$ cat src/rtl/uart_pkg.sv
// Shared UART definitions: FSM state encoding, frame width and the default bit
// period, used by both the receiver and the transmitter so they stay consistent.
package uart_pkg;

    localparam int DATA_BITS         = 8;
    localparam int UART_CLKS_PER_BIT = 5000;  // 100 MHz / 5000 = 20 kbaud

    typedef enum logic [1:0] {
        IDLE  = 2'd0,
        START = 2'd1,
        DATA  = 2'd2,
        STOP  = 2'd3
    } uart_state_e;

endpackage : uart_pkg

$ cat src/rtl/uart_tx_fifo_if.sv
// Byte-wide valid/ready handshake feeding the transmitter; a transfer occurs on
// a rising clock edge with din_vld and din_rdy both high.
interface uart_tx_fifo_if;
    import uart_pkg::*;

    logic [DATA_BITS-1:0] din;
    logic                 din_vld;
    logic                 din_rdy;

    modport master (output din, output din_vld, input  din_rdy);
    modport slave  (input  din, input  din_vld, output din_rdy);

endinterface : uart_tx_fifo_if

$ cat src/rtl/uart_byte_fifo.sv
// Small synchronous FIFO with registered pointers and occupancy count.
// rd_data shows the head entry combinationally so a pop can load it the same edge.
module uart_byte_fifo #(
    parameter int WIDTH = 8,
    parameter int DEPTH = 4
) (
    input  logic             clk,
    input  logic             res,
    input  logic             wr_en,
    input  logic [WIDTH-1:0] wr_data,
    input  logic             rd_en,
    output logic [WIDTH-1:0] rd_data,
    output logic             full,
    output logic             empty
);
    localparam int                PTR_W    = $clog2(DEPTH);
    localparam int                CNT_W    = PTR_W + 1;
    localparam logic [CNT_W-1:0]  FULL_CNT = CNT_W'(DEPTH);

    logic [WIDTH-1:0] mem [DEPTH];
    logic [PTR_W-1:0] wr_ptr;
    logic [PTR_W-1:0] rd_ptr;
    logic [CNT_W-1:0] count;
    logic             do_wr;
    logic             do_rd;

    // A push while full is dropped even if a pop frees a slot on the same edge.
    assign do_wr = wr_en && !full;
    assign do_rd = rd_en && !empty;

    assign full    = (count == FULL_CNT);
    assign empty   = (count == '0);
    assign rd_data = mem[rd_ptr];

    // NOTE: non-blocking assignments for every register so all state updates
    // see the pre-edge values, independent of block ordering.
    always_ff @(posedge clk) begin
        if (res) begin
            wr_ptr <= '0;
            rd_ptr <= '0;
            count  <= '0;
        end else begin
            if (do_wr) wr_ptr <= wr_ptr + 1'b1;
            if (do_rd) rd_ptr <= rd_ptr + 1'b1;
            case ({do_wr, do_rd})
                2'b10:   count <= count + 1'b1;
                2'b01:   count <= count - 1'b1;
                default: count <= count;
            endcase
        end
    end

    // NOTE: storage is deliberately not reset; the count alone decides what is
    // valid, and leaving the array reset-free lets it map onto plain RAM.
    always_ff @(posedge clk) begin
        if (do_wr) mem[wr_ptr] <= wr_data;
    end

endmodule : uart_byte_fifo

$ cat src/rtl/uart_tx_fifo.sv
// Buffered 8N1 UART transmitter: bytes queue in a FIFO and are shifted out LSB
// first between a start and a stop bit, back-to-back while the FIFO has data.
module uart_tx_fifo
    import uart_pkg::*;
#(
    parameter int CLKS_PER_BIT = UART_CLKS_PER_BIT,
    parameter int FIFO_DEPTH   = 4
) (
    input  logic          clk,
    input  logic          res,
    uart_tx_fifo_if.slave host,
    output logic          TX,
    output logic          busy
);
    localparam int                 BAUD_W    = $clog2(CLKS_PER_BIT);
    localparam logic [BAUD_W-1:0]  BAUD_LAST = BAUD_W'(CLKS_PER_BIT - 1);
    localparam logic [2:0]         LAST_BIT  = 3'(DATA_BITS - 1);

    uart_state_e          state;
    logic [BAUD_W-1:0]    baud_cnt;
    logic [2:0]           bit_idx;
    logic [DATA_BITS-1:0] shift_reg;
    logic [DATA_BITS-1:0] fifo_rd_data;
    logic                 fifo_full;
    logic                 fifo_empty;
    logic                 bit_end;
    logic                 pop;

    uart_byte_fifo #(
        .WIDTH (DATA_BITS),
        .DEPTH (FIFO_DEPTH)
    ) u_fifo (
        .clk     (clk),
        .res     (res),
        .wr_en   (host.din_vld),
        .wr_data (host.din),
        .rd_en   (pop),
        .rd_data (fifo_rd_data),
        .full    (fifo_full),
        .empty   (fifo_empty)
    );

    assign host.din_rdy = !fifo_full;
    assign bit_end      = (baud_cnt == BAUD_LAST);

    // Pops happen from IDLE, or at the end of a stop bit so frames run without a gap.
    assign pop  = !fifo_empty && ((state == IDLE) || ((state == STOP) && bit_end));
    assign busy = (state != IDLE) || !fifo_empty;

    always_ff @(posedge clk) begin
        if (res) begin
            state     <= IDLE;
            baud_cnt  <= '0;
            bit_idx   <= '0;
            shift_reg <= '0;
            TX        <= 1'b1;
        end else begin
            case (state)
                IDLE: begin
                    baud_cnt <= '0;
                    if (pop) begin
                        shift_reg <= fifo_rd_data;
                        TX        <= 1'b0;
                        state     <= START;
                    end
                end

                START: begin
                    if (bit_end) begin
                        baud_cnt <= '0;
                        bit_idx  <= '0;
                        TX       <= shift_reg[0];
                        state    <= DATA;
                    end else begin
                        baud_cnt <= baud_cnt + 1'b1;
                    end
                end

                DATA: begin
                    if (bit_end) begin
                        baud_cnt <= '0;
                        if (bit_idx == LAST_BIT) begin
                            TX    <= 1'b1;
                            state <= STOP;
                        end else begin
                            // TX takes the next bit now, since the register is the pin.
                            shift_reg <= {1'b0, shift_reg[DATA_BITS-1:1]};
                            TX        <= shift_reg[1];
                            bit_idx   <= bit_idx + 3'd1;
                        end
                    end else begin
                        baud_cnt <= baud_cnt + 1'b1;
                    end
                end

                STOP: begin
                    if (bit_end) begin
                        baud_cnt <= '0;
                        if (pop) begin
                            shift_reg <= fifo_rd_data;
                            TX        <= 1'b0;
                            state     <= START;
                        end else begin
                            state <= IDLE;
                        end
                    end else begin
                        baud_cnt <= baud_cnt + 1'b1;
                    end
                end

                default: begin
                    state <= IDLE;
                    TX    <= 1'b1;
                end
            endcase
        end
    end

endmodule : uart_tx_fifo

$ cat src/flat_wrapper.sv
// flat-port wrapper written by rule: the top's interface ports become plain ports
module uart_tx_fifo_flat import uart_pkg::*;
#(
    parameter int CLKS_PER_BIT = UART_CLKS_PER_BIT,
    parameter int FIFO_DEPTH   = 4
)
  (clk, res, TX, busy, host_din, host_din_vld, host_din_rdy);
  uart_tx_fifo_if host_i ();
  input  logic clk;
  input  logic res;
  output logic TX;
  output logic busy;
  input wire logic [$bits(host_i.din)-1:0] host_din;
  input wire logic [$bits(host_i.din_vld)-1:0] host_din_vld;
  output wire logic [$bits(host_i.din_rdy)-1:0] host_din_rdy;
  assign host_i.din = host_din;
  assign host_i.din_vld = host_din_vld;
  assign host_din_rdy = host_i.din_rdy;
  uart_tx_fifo #(.CLKS_PER_BIT(CLKS_PER_BIT), .FIFO_DEPTH(FIFO_DEPTH)) u_core (.clk(clk), .res(res), .host(host_i), .TX(TX), .busy(busy));
endmodule
$ cat config.mk
export PLATFORM = sky130hd
export DESIGN_NAME = uart_tx_fifo_flat
export DESIGN_NICKNAME = d
export VERILOG_FILES = /design/src/rtl/uart_pkg.sv /design/src/rtl/uart_tx_fifo_if.sv /design/src/rtl/uart_byte_fifo.sv /design/src/rtl/uart_tx_fifo.sv /design/src/flat_wrapper.sv
export SDC_FILE = /design/constraint.sdc
export NUM_CORES = 1
export LEC_CHECK = 0
export BUFFER_PORTS_ARGS = -buffer_cell sky130_fd_sc_hd__buf_2
export CORE_ASPECT_RATIO = 1.2
export CORE_MARGIN = 8
export CORE_UTILIZATION = 30
export CTS_BUF_LIST = sky130_fd_sc_hd__clkbuf_4 sky130_fd_sc_hd__clkbuf_8
export CTS_CLUSTER_DIAMETER = 30
export DETAILED_ROUTE_END_ITERATION = 8
export GPL_ROUTABILITY_DRIVEN = 0
export MAX_ROUTING_LAYER = met4
export SETUP_SLACK_MARGIN = 0.4
export SLEW_MARGIN = 0
export SYNTH_ARGS = -nofsm -noshare
export SYNTH_HDL_FRONTEND = slang
export SYNTH_SLANG_ARGS = --single-unit
export TNS_END_PERCENT = 5
$ cat constraint.sdc
create_clock -name clk -period 2.81 [get_ports clk]
set_clock_uncertainty 0.2 [all_clocks]
set_input_delay 0.1405 -clock clk [delete_from_list [all_inputs] [get_ports clk]]
set_output_delay 0.1405 -clock clk [all_outputs]
set_load 0.02 [all_outputs]
# Word-level counts from Yosys, hierarchy flattened
# Memories as Yosys holds them, arrays and structs flattened. A register that Yosys moved wholly into a read port is not among the register bits.
# Cells that the tools add are included.
[op_classes]
n_eq_ne = 14
addsub = 6
reduce_logical = 19
n_mux = 29
[op_table]
columns = ["cell", "count"]
rows = [
  ["2-to-1 mux 8 bit", 4],
  ["case mux 13 bit (2 select lines)", 1],
  ["case mux 8 bit (3 select lines)", 1],
  ["2-to-1 mux 2 bit", 7],
  ["adder 13 x 1 -> 13 bit (second input constant)", 1],
  ["equality test 13 bit (second input constant)", 1],
  ["2-to-1 mux 13 bit", 1],
  ["case mux 3 bit (2 select lines)", 2],
  ["2-to-1 mux 3 bit", 3],
  ["2-to-1 mux 1 bit", 8],
  ["!= test 2 x 1 -> 1 bit (second input constant)", 4],
  ["case mux 2 bit (4 select lines)", 1],
  ["AND reduction 4 bit", 2],
  ["adder 3 x 1 -> 3 bit (second input constant)", 2],
  ["equality test 2 bit (second input constant)", 3],
  ["equality test 3 bit (second input constant)", 2],
  ["nonzero test 2 bit", 3],
  ["AND reduction 5 bit", 1],
  ["adder 2 x 1 -> 2 bit (second input constant)", 2],
  ["equality test 2 x 1 -> 1 bit (second input constant)", 2],
  ["logical AND 1 bit", 4],
  ["!= test 2 bit (second input constant)", 2],
  ["case mux 1 bit (4 select lines)", 1],
  ["zero test 3 bit", 1],
  ["other kinds (7)", 9],
]
[totals]
memories = 1
input_bits = 11
word_cells = 77
output_inout_bits = 3
ff_bits = 34
mem_bits_rw = 32
[memory_table]
columns = ["memory", "depth", "width", "rd", "rd_ports_with_merged_regs", "wr", "line_no", "rtl"]
rows = [
  ["u_core.u_fifo.mem", 4, 8, 1, 1, 1, "uart_byte_fifo.sv:20", "logic [WIDTH-1:0] mem [DEPTH];"],
]

# Depth between registers and ports, before layout
# Gate-level depths: netlist (run 1).
[logic_depth]
depth_word = 7
depth_mapped = 9
mapped_depth_nobuf = 9

# Modules after synthesis
# From an unflattened synthesis (run 1), not the netlist that was laid out.
[hier_totals]
hier_cells = 262
hier_area_um2 = 3153.0
[modules_own_cells]
columns = ["module", "seq_area_each_um2", "cells_per_inst", "instances", "area_each_um2"]
rows = [
  ["uart_byte_fifo", 1141.1, 96, 1, 1635.3],
  ["uart_tx_fifo", 540.5, 166, 1, 1517.7],
]

# Worst setup path after synthesis (run 1)
# No wires, ideal clock.
[synth_path]
path_type = "register to register"
startpoint = "register u_core.baud_cnt[0]"
endpoint = "register u_core.u_fifo.count[2]"
path_stages_with_launch = 10
setup_slack_ps = 117
required_ps = 2539
setup_time_ps = 71
synth_period_minus_slack_ps = 2693
arrival_ps = 2421
n_path_buf = 0
path_cell_list = "dfxtp_1 ha_1 and4bb_2 a41oi_1 nor2_1 ha_1 fa_1 xnor2_1 or3_1 a21oi_1"
[synth_between]
elab_chain_len = 7
word_cells_on_any_way = 9
cone_classes = "eq/ne: 3; mux: 1; reduce/logical: 5"
[synth_rtl]
columns = ["element", "line_no", "rtl"]
rows = [
  ["from (decl)", "uart_tx_fifo.sv:20", "logic [BAUD_W-1:0] baud_cnt;"],
  ["from (signal assigned)", "uart_tx_fifo.sv:75", "baud_cnt <= baud_cnt + 1'b1;"],
  ["from (signal assigned)", "uart_tx_fifo.sv:92", "baud_cnt <= baud_cnt + 1'b1;"],
  ["from (signal assigned)", "uart_tx_fifo.sv:107", "baud_cnt <= baud_cnt + 1'b1;"],
  ["equality test 13 bit (*)", "uart_tx_fifo.sv:44", "assign bit_end = (baud_cnt == BAUD_LAST);"],
  ["logical AND 1 bit (*)", "uart_tx_fifo.sv:47", "assign pop = !fifo_empty && ((state == IDLE) || ((state == STOP) && bit_end));"],
  ["logical OR 1 bit (*)", "uart_tx_fifo.sv:47", ""],
  ["logical AND 1 bit (*)", "uart_tx_fifo.sv:47", ""],
  ["logical AND 1 bit (*)", "uart_byte_fifo.sv:29", "assign do_rd = rd_en && !empty;"],
  ["equality test 2 x 1 -> 1 bit / equality test 2 bit (equally long branches)", "uart_byte_fifo.sv:45", "case ({do_wr, do_rd})"],
  ["case mux 3 bit (2 select lines) / nonzero test 2 bit (equally long branches)", "--", ""],
  ["to (signal assigned)", "uart_byte_fifo.sv:46", "2'b10: count <= count + 1'b1;"],
  ["to (signal assigned)", "uart_byte_fifo.sv:47", "2'b01: count <= count - 1'b1;"],
  ["to (signal assigned)", "uart_byte_fifo.sv:48", "default: count <= count;"],
  ["to (decl)", "uart_byte_fifo.sv:23", "logic [CNT_W-1:0] count;"],
]
# Every way passes the cells marked *; elsewhere a longest branch is shown, timed or not.
# A chain may end at the register's enable or synchronous reset.

# Final worst setup path (run 1)
[layout_path]
startpoint = "register u_core.baud_cnt[1]"
endpoint = "register u_core.u_fifo.count[2]"
# The elaborated chain is that of the path after synthesis.

==> implementation parameters, run 1 <==
Parameter                              Value

Outcome
  Result of the run    completed

CTS
  CTS H-Tree Depth    3
  Number of buffers on the longest clock path    2
  Number of buffers created by CTS    9
  Root Buffer Master    sky130_fd_sc_hd__clkbuf_8
  Sink Count    68
  Clock edge transition at the registers on the reported setup and hold paths    0.08 ns
  Clock tree from TritonCTS    done
  Clock insertion delay at the later pin of the skew report    0.35 ns

Final layout
  Final net count    297
  Diode insertion count for antenna repair    0
  Area grow syn2layout    19.3%
  Final core utilization    36.3%
  Fill cell total of the finished layout    967
  Fraction of layout instances using a drive strength above 1    22.8%
  Fin area    3580 um^2
  Flip-flop count of the largest register after layout    32

Worst setup path
  Delay of the slowest cell on the worst path    0.35 ns
  Start-to-end type of the worst setup path    reg2reg
  Worst path most repeated cell    sky130_fd_sc_hd__ha_4
  Startpoint types    register
  Critical register-to-register path endpoint    u_core.u_fifo.count[2]
  Data arrival at the endpoint of the critical path    2.52 ns
  Crit Reg-Reg Startpoint    u_core.baud_cnt[1]
  Setup crit end kind    register
  Slack of the worst reg-to-reg path    0.38 ns
  Worst EP required    2.90 ns
  Cells on worst reg2reg path    9
  Cell with the largest stage delay on the worst path    sky130_fd_sc_hd__dfxtp_2
  Cell chain of the critical path    ha_4 > and4bb_2 > a41oi_2 > nor2_4 > ha_4 > fa_2 > xnor2_1 > or3_1 > a21oi_1
  Critical-path maximum fanout    4

STA
  Slew HR    62.4%
  Final min period    2.43 ns
  Final hold slack    0.00604 ns
  Unrepaired setup endpoints after global routing    yes
  Final Cycle Share    86.6%
  Final hold violation count    0
  Final setup TNS    0 ns
  Slew of the pin with the lowest slew margin    0.564 ns
  Count of endpoints failing setup in the final report    0
  Max frequency    411 MHz
  Final Slew Violations    0

Floorplanning
  I/O Pins    14
  Number of rows in the core area    40
  Die Width    107 um
  Starting density of the core    30.4%
  Area of the die    13500 um^2
  Floorplan core area    9860 um^2
  Die Y    126 um

Global routing
  Wire length of the first global-routing pass    9.29 mm
  Number of global-route vias before repair    2000
  Maximum number of pins on one net before global-route repair    25
  Grt ovf    0
  Number of antenna violations at the first check in global routing    0
  Overall track demand over capacity in global routing    9.15%

Min path
  Worst hold path endpoint    u_core.u_fifo.wr_ptr[0]
  Type of the worst min-delay path    in2reg
  Launch point of the worst hold path    res
  Number of cells on the worst hold path    2

Logic synthesis
  Synth top area share    32.0%
  Cell count after synthesis    239
  Number of library cell types mapped by synthesis    40
  Library cell occupying the most area in the post-synthesis netlist    sky130_fd_sc_hd__edfxtp_1
  Post-synthesis instance area    3000 um^2
  Mean Syn Cell Area    12.6 um^2
  Syn. warnings    0
  Leading post-synthesis cells by cell area    sky130_fd_sc_hd__edfxtp_1 32%, sky130_fd_sc_hd__dfxtp_1 24%, sky130_fd_sc_hd__mux4_2 6.0%, sky130_fd_sc_hd__ha_1 5.8%, sky130_fd_sc_hd__a21oi_1 3.3%
  Number of storage elements in the synthesis netlist    68
  Proportion of synthesized chip area in sequential cells    56.0%
  Synthesized netlist net count    265

Routing
  First-iteration detailed-routing DRC count    68
  Number of vias per cell    4.85
  Detailed-router iteration count before antenna repair    4
  Post-route DRC    0
  Via count    1950
  Final WL    5.56 mm
  Drt wl/cell    13.8 um
  Post-route antenna net violation count    0

Power and ir drop
  Areal power density over the cells    936 nW/um^2
  Peak VDD IR    0.324 mV
  Total leakage power    1.24 nW

Placement
  Number of port buffers    13
  Total placed instance area    3230 um^2
  DP HPWL    3.69 mm

Flow run
  Maxcap violations    0
## per-layer routing
metal | part of all wire [%] | vias up | wire (um) | track usage, %
li1 | - | 951 | - | -
met1 | 43 | 952 | 2370 | 9.70
met2 | 51 | 35 | 2830 | 14.6
met3 | 3.9 | 12 | 215 | 3.39
met4 | 2.6 | 0 | 142 | 4.65
met5 | 0 | - | 0 | -
## through the flow
stage                     total power [mW]  std cells  worst slack, ns
after floorplan                       2.21        239            0.405
after global placement                2.41        373            0.332
after detailed placement              2.42        373            0.277
after CTS                             3.37        402            0.400
after global routing                  3.59        402            0.265
final                                 3.35        402            0.376
## worst max-delay path, delay by kind of cell (launching register included)
| family | cells | cell delay, ns |
|---|---|---|
| adder cells (fa/ha/maj) | 3 | 0.67 |
| AND/OR/NAND/NOR | 3 | 0.62 |
| AO/OA/AOI/OAI | 2 | 0.41 |
| flip-flops | 1 | 0.35 |
| XOR/XNOR | 1 | 0.13 |
## cell type report
| cell class | instances | area (um^2) | share of cell area (%) |
|---|---|---|---|
| Clock buffer | 9 | 124 | 3.46 |
| Clock inverter | 7 | 83.8 | 2.34 |
| Inverter | 6 | 22.5 | 0.629 |
| Multi-Input combinational cell | 157 | 1300 | 36.3 |
| Sequential cell | 68 | 1690 | 47.1 |
| Tap cell | 126 | 158 | 4.40 |
| Timing Repair Buffer | 29 | 205 | 5.73 |
## logic make-up (layout without fill, tap and decap cells)
| kind of cell | after synthesis | in the layout | share of synthesized area [%] |
|---|---|---|---|
| compound gates | 44 | 44 | 10.0 |
| xor+xnor | 12 | 12 | 3.50 |
| fa+ha+maj | 15 | 15 | 6.51 |
| buf+inv | 14 | 51 | 2.29 |
| flops | 68 | 68 | 56.0 |
| mux | 17 | 17 | 9.01 |
| simple gates | 69 | 69 | 12.6 |
## placed cells by master, fill, tap and decap left out, types with 5 or more instances in the layout
cell and instances:
sky130_fd_sc_hd__buf_2 13, sky130_fd_sc_hd__o21ai_0 10, sky130_fd_sc_hd__or3_1 9, sky130_fd_sc_hd__clkbuf_8 9, sky130_fd_sc_hd__mux4_2 8, sky130_fd_sc_hd__xor2_1 7, sky130_fd_sc_hd__edfxtp_1 32, sky130_fd_sc_hd__nand3_1 5
sky130_fd_sc_hd__ha_1 12, sky130_fd_sc_hd__and3_1 7, sky130_fd_sc_hd__mux2i_1 9, sky130_fd_sc_hd__a311oi_1 5, sky130_fd_sc_hd__nor2_1 18, sky130_fd_sc_hd__a21oi_1 20, sky130_fd_sc_hd__dfxtp_1 32, sky130_fd_sc_hd__buf_4 8
sky130_fd_sc_hd__nand2_1 12, sky130_fd_sc_hd__dlygate4sd3_1 8, sky130_fd_sc_hd__xnor2_1 5, sky130_fd_sc_hd__inv_1 6
## report_power, final
part | internal [mW] | switching, mW
registers | 1.20 | 0.116
logic | 0.557 | 0.627
clock network | 0.425 | 0.427
total | 2.18 | 1.17
## Yosys cell counts, drive strengths merged
cell / number
buf: 4
a21boi: 1
a21bo: 1
and3: 7
a41oi: 1
edfxtp: 32
nor2: 19
nor2b: 1
clkbuf: 4
nor3: 3
nand2: 12
xor2: 7
and4bb: 1
a311oi: 7
nor4b: 1
nor3b: 1
nand3: 6
mux4: 8
nand4b: 1
or2: 1
ha: 14
xnor2: 5
mux2i: 9
o31ai: 2
o21bai: 1
inv: 6
a221o: 1
and4b: 1
and2: 4
fa: 1
dfxtp: 36
o21ai: 10
nand4: 2
or3: 9
a21oi: 20
## worst max-delay path by stage
stage	start	endpoint	slack, ns	depth (start not counted)
after detailed placement	u_core.state[0]	u_core.u_fifo.count[2]	0.28	9
after CTS	u_core.baud_cnt[1]	u_core.u_fifo.count[2]	0.40	9
final	u_core.baud_cnt[1]	u_core.u_fifo.count[2]	0.38	9
after global placement	u_core.state[0]	u_core.u_fifo.count[2]	0.33	9
after floorplan	u_core.baud_cnt[0]	u_core.u_fifo.count[2]	0.41	9
after global routing	u_core.baud_cnt[1]	u_core.u_fifo.count[2]	0.27	9
## repair_timing
action,CTS,global route
buffers inserted,5,0
setup endpoints to repair,2,8
pin swaps,5,0
resized for setup,4,1
hold buffers,8,0
endpoints found under the hold margin,32,0
Power figures use the tool's default switching activity.
==> run 2: changes to the inputs <==
==> constraint.sdc (replaced) <==
create_clock -name clk -period 2.81 [get_ports clk]
set_clock_uncertainty 0.2 [all_clocks]
set_input_delay 0.562 -clock clk [delete_from_list [all_inputs] [get_ports clk]]
set_output_delay 0.562 -clock clk [all_outputs]
set_load 0.02 [all_outputs]
==> run 2 against run 1 <==
Net effect:
- critical endpoint unchanged
- maximum frequency barely moved
- final area fell by 2.2%
- critical path depth did not move
- core utilization fell by 0.81 points
- first-iteration DRC count rose by 2.9%
- count of clock-buffer cells in the layout did not move
- via count fell by 1.6%
- worst setup slack improved by 0.0012 ns
- sequential power barely moved
==> implementation parameters, run 2 (synthesis results as in run 1) <==
Parameter                              Value

Worst setup path
  Worst path most repeated cell    sky130_fd_sc_hd__ha_4
  Startpoint types    register
  Cells on worst reg2reg path    9 (unchanged)
  Worst EP required    2.90 ns (about the same)
  Critical register-to-register path endpoint    u_core.u_fifo.count[2]
  Crit Reg-Reg Startpoint    u_core.baud_cnt[1]
  Total number of cells along the worst setup path    9 (unchanged)
  Cell chain of the critical path    ha_4 > and4bb_2 > a41oi_2 > nor2_4 > ha_4 > fa_2 > xnor2_1 > or3_1 > a21oi_1
  Cell family contributing the most delay on the critical path    adder cells
  Slack of the worst reg-to-reg path    0.38 ns (about the same)
  Critical path startpoint    u_core.baud_cnt[1]
  Cell with the largest stage delay on the worst path    sky130_fd_sc_hd__dfxtp_2
  Buffers plus inverters on the worst setup path    0 (unchanged)
  Setup crit end kind    register
  Delay of the slowest cell on the worst path    0.35 ns (about the same)
  Critical-path maximum fanout    4 (unchanged)
  Worst setup endpoint    u_core.u_fifo.count[2]
  Start-to-end type of the worst setup path    reg2reg
  Data arrival at the endpoint of the critical path    2.52 ns (about the same)

Final layout
  Final core utilization    35.5% (-0.81 points)
  Final net count    289 (-2.7%)
  Most used cells in the layout excluding fill and tap cells    32 x sky130_fd_sc_hd__dfxtp_1, 32 x sky130_fd_sc_hd__edfxtp_1, 20 x sky130_fd_sc_hd__a21oi_1, 18 x sky130_fd_sc_hd__nor2_1, 13 x sky130_fd_sc_hd__buf_2
  Flip-flop count of the largest register after layout    32 (unchanged)
  Area grow syn2layout    16.6%
  Fraction of layout instances using a drive strength above 1    23.5% (+0.68 points)
  Diode insertion count for antenna repair    0 (unchanged)

Routing
  Drt wl/cell    14.1 um (+1.7%)
  Post-route antenna net violation count    0 (unchanged)
  Final WL    5.54 mm (-0.29%)
  Detailed-router iteration count before antenna repair    4 (unchanged)
  Post-route DRC    0 (unchanged)
  First-iteration detailed-routing DRC count    70 (+2.9%)
  Via count    1919 (-1.6%)
  Number of vias per cell    4.87 (+0.41%)

Global routing
  Met3 Track Usage GR    3.39% (unchanged)
  Global-route track usage on met1    9.73% (+0.031 points)
  Global Route met2 Usage    14.6% (unchanged)
  Overall track demand over capacity in global routing    9.16% (+0.011 points)
  Layer carrying the most global-route usage    met2
  Number of global-route vias before repair    1980 (-1.0%)
  Maximum number of pins on one net before global-route repair    25 (unchanged)
  Wire length of the first global-routing pass    9.27 mm (-0.23%)
  Grt ovf    0 (unchanged)
  Number of antenna violations at the first check in global routing    0 (unchanged)

CTS
  Clock edge transition at the registers on the reported setup and hold paths    0.08 ns (about the same)
  Clock tree from TritonCTS    done
  Root Buffer Master    sky130_fd_sc_hd__clkbuf_8
  Number of buffers created by CTS    9 (unchanged)
  Sink Count    68 (unchanged)
  Clock insertion delay at the later pin of the skew report    0.35 ns (about the same)
  Number of buffers on the longest clock path    2 (unchanged)
  CTS H-Tree Depth    3 (unchanged)

Placement
  Number of port buffers    13 (unchanged)
  DP HPWL    3.69 mm (unchanged)

Power and ir drop
  Total power of the final layout    3.34 mW (-0.27%)
  Total leakage power    1.20 nW (-2.7%)
  Areal power density over the cells    955 nW/um^2 (+2.0%)
  Peak VDD IR    0.323 mV (-0.39%)

STA
  Final setup TNS    0 ns (unchanged)
  Unrepaired setup endpoints after global routing    yes
  Final Slew Violations    0 (unchanged)
  Slew of the pin with the lowest slew margin    0.567 ns (+0.00369 ns)
  Max frequency    411 MHz (about the same)
  Final hold violation count    0 (unchanged)
  Final min period    2.43 ns (-0.00116 ns)
  Final Cycle Share    86.6% (about the same)
  Count of endpoints failing setup in the final report    0 (unchanged)
  Slew HR    62.1% (-0.25 points)

Floorplanning
  Die Width    107 um (unchanged)
  Starting density of the core    30.4% (unchanged)
  I/O Pins    14 (unchanged)
  Die Y    126 um (unchanged)
  Area of the die    13500 um^2 (unchanged)
  Number of rows in the core area    40 (unchanged)
  Floorplan core area    9860 um^2 (unchanged)

Min path
  Number of cells on the worst hold path    1 (-1)
  Type of the worst min-delay path    in2reg

Flow run
  Maxcap violations    0 (unchanged)

Outcome
  Result of the run    completed
run 2: cell types whose count changed in the layout (fill, tap and decap cells not counted):
cell / delta
sky130_fd_sc_hd__dlygate4sd3_1: -8
run 2: worst min-delay path by stage:
stage / to / slack [ns] / startpoint
final: u_core.u_fifo.mem[3][6] / 0.22 / host_din[6]
after global routing: u_core.u_fifo.mem[0][5] / 0.20 / host_din[5]
after CTS: u_core.u_fifo.mem[2][5] / 0.20 / host_din[5]
after detailed placement: u_core.baud_cnt[0] / 0.25 / u_core.baud_cnt[0]
after global placement: u_core.baud_cnt[0] / 0.24 / u_core.baud_cnt[0]
after floorplan: u_core.baud_cnt[0] / 0.23 / u_core.baud_cnt[0]
run 2: per-layer routing:
layer  vias to the layer above  wire length [um]
met1                       942              2390
met3                        11               179
li1                        933                 -
met4                         0               136
met2                        33              2840
met5                         -                 0
run 2: report_power, final:
group	switching (mW)	leakage, nW	internal (mW)
Sequential	0.116	0.589	1.20
Clock	0.425	0.102	0.425
Combinational	0.627	0.513	0.550
run 2: cell type report:
cell class,instances,area [um^2]
tap,126,158
clock inverter,7,83.8
sequential,68,1690
inverter,6,22.5
multi-input combinational,157,1300
clock buffer,9,124
fill,970,6360
timing repair buffer,21,125
run 2: worst register-to-register path: stages, from the launching register on:
cell and delay [ns]:
sky130_fd_sc_hd__dfxtp_2 0.35, sky130_fd_sc_hd__ha_4 0.17, sky130_fd_sc_hd__and4bb_2 0.24, sky130_fd_sc_hd__a41oi_2 0.27
sky130_fd_sc_hd__nor2_4 0.07, sky130_fd_sc_hd__ha_4 0.17, sky130_fd_sc_hd__fa_2 0.33, sky130_fd_sc_hd__xnor2_1 0.13
sky130_fd_sc_hd__or3_1 0.31, sky130_fd_sc_hd__a21oi_1 0.14
run 2: timing repair:
| action | in CTS | in global routing |
|---|---|---|
| pin swaps | 5 | 0 |
| setup buffers | 5 | 0 |
| hold buffers | 0 | 0 |
| resized for setup | 4 | 1 |
| setup endpoints to repair | 2 | 8 |
run 2: through the flow:
step	cell area [um^2]	worst slack, ns	hold WS, ns	std cells
after CTS	3490	0.400	0.201	394
after global placement	3230	0.332	0.239	373
after global routing	3500	0.265	0.201	394
after detailed placement	3230	0.277	0.245	373
after floorplan	3030	0.405	0.232	239
final	3500	0.377	0.222	394
==> run 3: changes to the inputs <==
--- a/config.mk
+++ b/config.mk
@@ -7,7 +7,6 @@
 export LEC_CHECK = 0
 export BUFFER_PORTS_ARGS = -buffer_cell sky130_fd_sc_hd__buf_2
 export CORE_ASPECT_RATIO = 1.2
-export CORE_MARGIN = 8
 export CORE_UTILIZATION = 30
 export CTS_BUF_LIST = sky130_fd_sc_hd__clkbuf_4 sky130_fd_sc_hd__clkbuf_8
 export CTS_CLUSTER_DIAMETER = 30
==> run 3 against run 2 <==
Net effect:
- via count decreased by 0.78%
- global-route usage increased by 2.5 points
- total power decreased by 0.24%
- critical path depth unchanged
- sequential share of layout area decreased by 0.17 points
- first-iteration DRC count decreased by 5.7%
- count of clock-buffer cells in the layout unchanged
==> implementation parameters, run 3 (synthesis results as in run 1) <==
Parameter                              Value

Routing
  Final WL    5.41 mm (-2.5%)
  Post-route antenna net violation count    0 (unchanged)
  First-iteration detailed-routing DRC count    66 (-5.7%)
  Post-route DRC    0 (unchanged)
  Detailed-router iteration count before antenna repair    4 (unchanged)
  Number of vias per cell    4.86 (-0.28%)
  Via count    1904 (-0.78%)
  Drt wl/cell    13.8 um (-2.0%)

STA
  Unrepaired setup endpoints after global routing    yes
  Final Cycle Share    87.8% (+1.2 points)
  Count of endpoints failing setup in the final report    0 (unchanged)
  Max frequency    406 MHz (-1.3%)
  Final setup TNS    0 ns (unchanged)
  Slew HR    64.0% (+1.8 points)
  Final min period    2.47 ns (+0.0327 ns)
  Final Slew Violations    0 (unchanged)
  Slew of the pin with the lowest slew margin    0.540 ns (-0.0274 ns)
  Final hold violation count    0 (unchanged)

Worst setup path
  Cells on worst reg2reg path    9 (unchanged)
  Data arrival at the endpoint of the critical path    2.54 ns (+0.02 ns)
  Critical register-to-register path endpoint    u_core.u_fifo.count[2]
  Setup crit end kind    register
  Critical path startpoint    u_core.baud_cnt[1]
  Delay of the slowest cell on the worst path    0.34 ns (about the same)
  Total number of cells along the worst setup path    9 (unchanged)
  Cell family contributing the most delay on the critical path    adder cells
  Crit Reg-Reg Startpoint    u_core.baud_cnt[1]
  Cell with the largest stage delay on the worst path    sky130_fd_sc_hd__dfxtp_2
  Slack of the worst reg-to-reg path    0.34 ns (-0.03 ns)
  Critical-path maximum fanout    4 (unchanged)
  Worst EP required    2.88 ns (-0.02 ns)
  Worst path most repeated cell    sky130_fd_sc_hd__ha_4
  Buffers plus inverters on the worst setup path    0 (unchanged)
  Worst setup endpoint    u_core.u_fifo.count[2]
  Startpoint types    register
  Cell chain of the critical path    ha_4 > and4bb_2 > a41oi_4 > nor2_4 > ha_4 > fa_2 > xnor2_1 > or3_1 > a21oi_1
  Start-to-end type of the worst setup path    reg2reg

Final layout
  Flip-flop count of the largest register after layout    32 (unchanged)
  Final net count    290 (+0.35%)
  Diode insertion count for antenna repair    0 (unchanged)
  Most used cells in the layout excluding fill and tap cells    32 x sky130_fd_sc_hd__dfxtp_1, 32 x sky130_fd_sc_hd__edfxtp_1, 20 x sky130_fd_sc_hd__a21oi_1, 18 x sky130_fd_sc_hd__nor2_1, 13 x sky130_fd_sc_hd__buf_2
  Fin area    3510 um^2 (+0.36%)
  Fraction of layout instances using a drive strength above 1    23.8% (+0.28 points)
  Area grow syn2layout    17.1%

Global routing
  Wire length of the first global-routing pass    9.03 mm (-2.5%)
  Number of global-route vias before repair    1897 (-4.2%)
  Maximum number of pins on one net before global-route repair    25 (unchanged)
  Grt ovf    0 (unchanged)
  Overall track demand over capacity in global routing    11.7% (+2.5 points)
  Number of antenna violations at the first check in global routing    0 (unchanged)

Power and ir drop
  Relative contribution of sequential cells to total power    39.4% (about the same)
  Areal power density over the cells    949 nW/um^2 (-0.59%)
  Net switching power figure    1.16 mW (-0.96%)
  Peak VDD IR    0.326 mV (+0.85%)
  Switch share    34.7% (-0.25 points)
  Total leakage power    1.21 nW (+0.39%)
  Clock power frac    25.0% (-0.4 points)
  Logic gate share of total power    35.6% (+0.4 points)
  Cell internal power dissipation    2.18 mW (+0.15%)

CTS
  Number of buffers on the longest clock path    2 (unchanged)
  Number of buffers created by CTS    9 (unchanged)
  Clock edge transition at the registers on the reported setup and hold paths    0.09 ns (about the same)
  Sink Count    68 (unchanged)
  Root Buffer Master    sky130_fd_sc_hd__clkbuf_8
  Clock insertion delay at the later pin of the skew report    0.35 ns (about the same)
  Clock tree from TritonCTS    done
  CTS H-Tree Depth    3 (unchanged)
  Number of buffers inserted by hold repair at cts    0 (unchanged)

Placement
  DP HPWL    3.65 mm (-1.0%)
  Total placed instance area    3230 um^2 (-0.12%)
  Number of port buffers    13 (unchanged)

Flow run
  Maxcap violations    0 (unchanged)

Outcome
  Result of the run    completed

Floorplanning
  I/O Pins    14 (unchanged)
  Area of the die    10400 um^2 (-23%)
  Die Y    112 um (-11%)
  Number of rows in the core area    39 (-2.5%)
  Die Width    93.3 um (-13%)
  Starting density of the core    31.2% (+0.78 points)
  Floorplan core area    9610 um^2 (-2.5%)

Min path
  Type of the worst min-delay path    in2reg
-- run 3: how the worst min path moves through the flow --
stage / start / end / slack [ns] / cells after the start
after floorplan: u_core.baud_cnt[0] / u_core.baud_cnt[0] / 0.23 / 1
after global placement: u_core.baud_cnt[0] / u_core.baud_cnt[0] / 0.24 / 1
after detailed placement: u_core.baud_cnt[0] / u_core.baud_cnt[0] / 0.25 / 1
after CTS: host_din[2] / u_core.u_fifo.mem[2][2] / 0.20 / 1
after global routing: host_din[4] / u_core.u_fifo.mem[0][4] / 0.21 / 1
final: host_din[4] / u_core.u_fifo.mem[0][4] / 0.23 / 1
-- run 3: final cells by class --
cell class / instances / area, um^2
fill: 926 / 6100
inverter: 6 / 22.5
sequential: 68 / 1690
timing repair buffer: 22 / 133
clock inverter: 7 / 81.3
clock buffer: 9 / 124
tap: 123 / 154
multi-input combinational: 157 / 1310
-- run 3: power groups by stage --
stage	Clock (mW)	Combinational (mW)	Sequential [mW]
global route	0.904	1.32	1.34
floorplan	0	0.919	1.29
detailed placement	0	1.08	1.34
finish	0.832	1.19	1.31
global placement	0	1.07	1.34
CTS	0.861	1.18	1.32
-- run 3: per-stage QoR --
step	util, %	instances	power, mW	setup slack (ns)	hold WS (ns)
finish	36.5	392	3.33	0.344	0.228
global route	36.5	392	3.56	0.289	0.210
CTS	36.5	392	3.36	0.373	0.204
detailed placement	33.6	370	2.43	0.253	0.250
global placement	33.6	370	2.41	0.331	0.239
floorplan	-	239	2.21	0.405	0.232
-- run 3: repair_timing --
action,4_1_cts,5_1_grt
gates resized for setup,5,1
pin swaps,5,0
setup buffers,6,0
setup endpoints to repair,2,9
-- run 3: metal layers --
layer  vias up  global-route usage [%]  part of all wire, %  routed length, um
li1        941                       -                    -                  -
met1       938                    13.1                   45               2420
met2        17                    19.2                   51               2760
met3         8                    3.69                  2.8                150
met4         0                    4.31                  1.3                 72
met5         -                       -                    0                  0
